### config.mk
export PLATFORM = sky130hd
export DESIGN_NAME = instr_fetch
export DESIGN_NICKNAME = d
export VERILOG_FILES = /design/src/rtl/instr_fetch.sv
export SDC_FILE = /design/constraint.sdc
export NUM_CORES = 1
export LEC_CHECK = 0
export CAP_MARGIN = 0
export CORE_UTILIZATION = 38
export DETAILED_ROUTE_END_ITERATION = 8
export PLACE_DENSITY = 0.77
export REMOVE_ABC_BUFFERS = 1
export SETUP_SLACK_MARGIN = 0.3
export SLEW_MARGIN = 30
export SYNTH_ARGS = -nofsm -noshare
export SYNTH_HDL_FRONTEND = slang
export SYNTH_SLANG_ARGS = --single-unit
### constraint.sdc
create_clock -name clk -period 3.22 [get_ports clk]
set_clock_uncertainty 0.2 [all_clocks]
set_input_delay 0.322 -clock clk [delete_from_list [all_inputs] [get_ports clk]]
set_output_delay 0.322 -clock clk [all_outputs]
set_load 0.005 [all_outputs]
### src/rtl/instr_fetch.sv
// instr_fetch -- instruction fetch sequencer for the multicycle RV32 core.
//
// Holds the program counter, fetches one instruction word per instruction
// through a request/valid handshake, and presents it on instr for exactly
// CYCLES_PER_INSTR execute cycles. On the last execute cycle the PC advances
// to PC+4, or to the word-aligned ALU branch target when PCSel is high.
//
// Ports:
//   clk          in   1  clock, rising edge
//   rst          in   1  synchronous active-high reset
//   PCSel        in   1  1 = take branch target (sampled on last EXEC cycle only)
//   alu_out      in  32  branch target from the datapath ALU
//   imem_addr    out 32  fetch address (same as pc)
//   imem_req     out  1  fetch request
//   imem_rdata   in  32  instruction word from memory
//   imem_valid   in   1  imem_rdata valid (ignored unless imem_req is high)
//   instr        out 32  current instruction, NOP_INSTR outside EXEC
//   pc           out 32  address of the current instruction
//   phase        out  3  execute cycle index, 0 outside EXEC
//   instr_start  out  1  one-cycle pulse on phase 0 of each EXEC
//   retired      out 32  completed-instruction count, wraps
module instr_fetch #(
  parameter logic [31:0] RESET_PC         = 32'h0000_0000,
  parameter int          CYCLES_PER_INSTR = 5,
  parameter logic [31:0] NOP_INSTR        = 32'h0000_0013
) (
  input  logic        clk,
  input  logic        rst,
  input  logic        PCSel,
  input  logic [31:0] alu_out,
  output logic [31:0] imem_addr,
  output logic        imem_req,
  input  logic [31:0] imem_rdata,
  input  logic        imem_valid,
  output logic [31:0] instr,
  output logic [31:0] pc,
  output logic [2:0]  phase,
  output logic        instr_start,
  output logic [31:0] retired
);

  typedef enum logic {
    S_FETCH = 1'b0,
    S_EXEC  = 1'b1
  } state_t;

  localparam logic [2:0] LAST_PHASE = 3'(CYCLES_PER_INSTR - 1);

  state_t      state_reg, state_next;
  logic [31:0] pc_reg, pc_next;
  logic [31:0] instr_reg, instr_next;
  logic [31:0] retired_reg;
  logic [2:0]  phase_reg, phase_next;
  logic        start_reg, start_next;
  logic        req_reg, req_next;
  logic        retire_en;
  logic        fetch_done;
  logic        last_exec;

  // A word is only accepted while we are actually requesting one; a stray
  // valid during EXEC or in the dead cycle after reset is ignored.
  assign fetch_done = (state_reg == S_FETCH) && req_reg && imem_valid;
  assign last_exec  = (state_reg == S_EXEC) && (phase_reg == LAST_PHASE);

  // State and output registers
  always_ff @(posedge clk) begin
    if (rst) begin
      state_reg <= S_FETCH;
      pc_reg    <= RESET_PC;
      instr_reg <= NOP_INSTR;
      phase_reg <= 3'd0;
      start_reg <= 1'b0;
      req_reg   <= 1'b0;
    end else begin
      state_reg <= state_next;
      pc_reg    <= pc_next;
      instr_reg <= instr_next;
      phase_reg <= phase_next;
      start_reg <= start_next;
      req_reg   <= req_next;
    end
  end

  // The retire counter only moves on its enable, so it holds its value in
  // every cycle that does not complete an instruction.
  always_ff @(posedge clk) begin
    if (rst) begin
      retired_reg <= 32'd0;
    end else if (retire_en) begin
      retired_reg <= retired_reg + 32'd1;
    end
  end

  // Next-state logic
  always_comb begin
    state_next = state_reg;
    case (state_reg)
      S_FETCH: if (fetch_done) state_next = S_EXEC;
      S_EXEC:  if (last_exec)  state_next = S_FETCH;
      default: state_next = S_FETCH;
    endcase
  end

  // Next values of the registered outputs
  always_comb begin
    pc_next    = pc_reg;
    instr_next = instr_reg;
    phase_next = phase_reg;
    start_next = 1'b0;
    req_next   = req_reg;
    retire_en  = 1'b0;
    case (state_reg)
      S_FETCH: begin
        instr_next = NOP_INSTR;
        phase_next = 3'd0;
        if (fetch_done) begin
          instr_next = imem_rdata;
          start_next = 1'b1;
          req_next   = 1'b0;
        end else begin
          req_next = 1'b1;
        end
      end
      S_EXEC: begin
        if (last_exec) begin
          // Masking keeps the target word aligned; the ALU's low bits are
          // dropped without complaint.
          pc_next    = PCSel ? (alu_out & 32'hFFFF_FFFC) : (pc_reg + 32'd4);
          retire_en  = 1'b1;
          instr_next = NOP_INSTR;
          phase_next = 3'd0;
          req_next   = 1'b1;
        end else begin
          phase_next = phase_reg + 3'd1;
        end
      end
      default: begin
        instr_next = NOP_INSTR;
        phase_next = 3'd0;
      end
    endcase
  end

  assign imem_addr   = pc_reg;
  assign imem_req    = req_reg;
  assign instr       = instr_reg;
  assign pc          = pc_reg;
  assign phase       = phase_reg;
  assign instr_start = start_reg;
  assign retired     = retired_reg;

endmodule

; Word level (Yosys, flattened, before mapping)
; Cells that the tools add are included.
[word_totals]
regBits = 102
inputBits = 68
out_inout_bits = 133
elab_cells = 32
[classes]
addsub = 3
n_eq_ne = 2
mux = 14
bitwise_logic = 1
reduce_logical = 5
[ops]
columns = operator, count
row1 = 32-bit two-way mux, 3
row2 = 32-bit case mux with 2 select lines, 1
row3 = 32-bit by 1-bit adder with 32-bit output (second input constant), 1
row4 = 32-bit by 3-bit adder with 32-bit output (second input constant), 1
row5 = 1-bit two-way mux, 6
row6 = 3-bit case mux with 2 select lines, 1
row7 = 1-bit case mux with 2 select lines, 2
row8 = 3-bit by 1-bit adder with 3-bit output (second input constant), 1
row9 = 3-bit equality test (second input constant), 1
row10 = 1-bit logical AND, 3
row11 = 3-bit two-way mux, 1
row12 = 2-bit by 1-bit inequality test with 1-bit output (second input constant), 1
row13 = 2-bit AND reduction, 1
row14 = 2-bit OR reduction, 1
row15 = 1-bit NOT, 1

; Depth between registers and ports, before layout
[depth]
ltp_word = 5
mapped_depth = 8
ltp_nobuf = 7

; Least setup slack after synthesis
; OpenSTA, ideal clock, no wires.
[synth_path]
kind = register -> register
from = register pc_reg[2] (netlist: imem_addr[2])
to = register pc_reg[30] (netlist: imem_addr[30])
setup_time_ns = 0.122
arrival_ns = 2.093
required_ns = 2.898
slack_ns = 0.805
stages_incl_launch_ff = 6
n_path_buf = 0
period_less_slack_ns = 2.415
path_cell_list = dfxtp_1 ha_1 nand4_2 or4_1 or4_1 a311o_1
[synth_via]
elab_chain_len = 2
[synth_rtl]
columns = item, line_no
row1 = from (decl), 50  ; logic [31:0] pc_reg, pc_next;
row2 = from (signal assigned), 76  ; pc_reg <= pc_next;
row3 = 32-bit by 3-bit adder with 32-bit output, 128  ; pc_next = PCSel ? (alu_out & 32'hFFFF_FFFC) : (pc_reg + 32'd4);
row4 = 32-bit two-way mux, 128
; Every way passes these cells.
; A chain may end at the register's enable or synchronous reset.

; Worst setup path after layout
[layout_path]
from = register pc_reg[3] (netlist: imem_addr[3])
to = register pc_reg[30] (netlist: imem_addr[30])
; The elaborated chain is that of the path after synthesis.

==> impl_results.md <==
- Worst Path Buf+Inv: 0
- Largest family of logic cells by synthesized area: simple AND/OR/NAND/NOR gates
- Yosys Warn Count: 0
- RSZ-0062 raised after global routing: no
- Skew-Pair Late Insertion Delay: 350 ps
- Total track usage: 21.6%
- CP top delay family: simple AND/OR/NAND/NOR gates
- Required @ worst endpoint: 3260 ps
- Slew @ Worst Pin: 900 ps
- Slew margin rel.: 40.0%
- Finished Cell Area: 0.00697 mm2
- Crit-path max cell delay: 540 ps
- Crit share post-route: 80.8%
- CP Capture Type: register
- Netlist Area Pre-Place: 0.00480 mm2
- Yosys cell types: 54
- CTS max path bufs: 2
- First-pass GRT wire length: 22,200 um
- # hold bufs at CTS: 0
- Core area: 0.0122 mm2
- DRT Wirelength: 14,200 um
- Vias in the first global route: 4,436
- Dpl hpwl: 10,200 um
- CTS HTree Levels: 3
- Num rows: 40
- Placed Area: 0.00668 mm2
- Final nets: 794
- Initial antenna violation count: 0
- Worst hold-check path type: in -> reg
- Final Util: 57.3%
- Avg WL per Cell: 15.9 um
- Num CTS Buffers: 9
- Most frequent cell on the critical path: or4_1
- Hold Fails Final Rpt: 0
- Post-synthesis adder-cell area fraction: 1.04%
- Post-synth EDFFs: 0
- Area fraction of the dominant cell type after synthesis: 41.7%
- Die footprint: 0.0131 mm2
- Ant. Diodes: 0
- TNS Setup: 0 ps
- Grt ovf: 0
- DIE HEIGHT: 114 um
- Multiplexer share of the synthesized area: 0.860%
- Fin crit period: 2600 ps
- # setup viols final: 0
- Worst VDD drop: 314 uV
- Post-synth top area cell: dfxtp_1
- Met1 usage: 26.1%
- Critical path type: reg -> reg
- Synthesized-area fraction occupied by ao, oa, aoi and oai cells: 19.3%
- Starting Density: 39.5%
- Max-slew violation count: 0
- Layout overhead on the synthesized area: 45.2%
- GRT met2 Usage: 35.0%
- Mapped Cells: 572
- Pwr Density: 364 mW/mm2
- Gr busiest metal: met2
- Slowest cell on crit path: or4_1
- Share of flip-flops with an asynchronous set or reset: 0%
- Main synth FF type: dfxtp_1
- Fmax: 384 MHz
- Fill count: 1,068
- Fraction of layout cells with a size suffix above 1: 5.36%
- CTS tree: built
- Post-CTS Resized: 0
- Register area share after synthesis: 41.7%
- Top Ports: 201
- CP Launch Type: register
- PortBufs: 194
- Root buffer cell: clkbuf_16
- Largest cells by area after synthesis: dfxtp_1 42%, a22o_1 5.7%, buf_4 5.5%, nand2_1 4.5%, xor2_1 4.0%
- Gpl congestion: 0.850
- DRT iter0 DRCs: 448
- CP cell instances: ha_1 -> nand4_2 -> or4_1 -> or4_1 -> a311o_1
- Setup bufs post-CTS: 0
- Syn_area_per_cell: 8.40 um2
- DR vias: 4,896
- Clk sinks: 100
- Number of remaining DRC errors: 0
- Clk slew on worst S/H paths: 70 ps
- Status: finished clean
- Synth Area in XOR/XNOR: 5.47%
- Drt pass-1 iters: 5
- Vias per cell: 5.47
- Crit path max fanout: 7
- Largest net degree at the start of global routing: 42
- Max-Cap Viols: 0
- Post-Synth Simple-Gate Area: 22.1%
- Die W: 114 um
- M3 GR Usage: 6.72%
- Routed Antenna Nets: 0
- Arr. time, crit path: 2650 ps
- Seq cells post-synth: 100
- Leakage power total: 0.00243 uW
-- metrics by stage --
step	hold slack (ps)	worst slack [ps]	total power, uW	cells
after floorplan	191	305	1340	503
after global placement	243	690	1490	879
after detailed placement	263	639	1500	879
after CTS	236	635	2570	895
after global routing	257	484	2640	895
final	256	617	2540	895
-- per-layer routing --
layer | up-vias | routed length (um) | share of wire [%]
met5 | - | 0 | 0
met4 | 0 | 374 | 2.6
met3 | 34 | 1280 | 9.0
met2 | 226 | 6870 | 48
met1 | 2302 | 5680 | 40
li1 | 2334 | - | -
-- cell usage after synthesis (7+ instances only) --
library cell,n
o31ai_1,7
inv_1,13
nand4_1,24
clkbuf_1,34
nor3_1,14
and3_1,12
o21ai_0,23
dfxtp_1,100
nor4_1,7
nand3_1,30
xor2_1,22
a21oi_1,25
nor2_1,50
a22o_1,31
buf_4,35
xnor2_1,8
nand2_1,57
-- tightest hold or removal path: stages --
cell and delay, ps:
buf_2 120, buf_4 210, nor2_1 110
-- cells by family (layout without fill, tap and decap cells) --
| family | Yosys count | count (layout) |
|---|---|---|
| other | 1 | 4 |
| buffers and inverters | 85 | 237 |
| AO/OA/AOI/OAI | 131 | 131 |
| flip-flops | 100 | 100 |
| AND/OR/NAND/NOR | 217 | 217 |
| adder cells (fa/ha/maj) | 4 | 4 |
| multiplexers | 4 | 4 |
| XOR/XNOR | 30 | 30 |
-- placed cells by master (no fill, tap or decap), drive strengths merged, types with 13 or more instances in the layout --
cell type      count
xor2              22
nor2              50
inv               15
clkdlybuf4s50    193
nand4             25
a21oi             25
o21ai             23
nand3             31
nand2             57
and3              13
buf               15
a22o              31
nor3              14
dfxtp            100
-- cell type report --
type / count / area [um2] / share of cell area [%]
multi-input cells: 390 / 2370 / 34.1
repair buffers: 208 / 2040 / 29.3
flip-flops and latches: 100 / 2000 / 28.7
clock buffers: 11 / 253 / 3.62
well taps: 168 / 210 / 3.01
inverters: 13 / 48.8 / 0.700
clock inverters: 5 / 43.8 / 0.628
-- power breakdown --
part	total [uW]	switching, uW	internal (uW)
Combinational	205	84.1	121
Clock	1070	492	576
Sequential	1270	11.5	1250
Total	2540	588	1950
-- path summary, 6_finish.rpt --
| check | from | end | slack, ps | depth (start not counted) |
|---|---|---|---|---|
| setup reg to reg | imem_addr[3] | imem_addr[30] | 620 | 5 |
| hold / removal | rst | retired[2] | 260 | 3 |
| setup / recovery | imem_addr[3] | imem_addr[30] | 620 | 5 |
| hold reg to reg | instr[10] | instr[10] | 280 | 1 |
No activity file was read; power rests on OpenSTA's default activity.
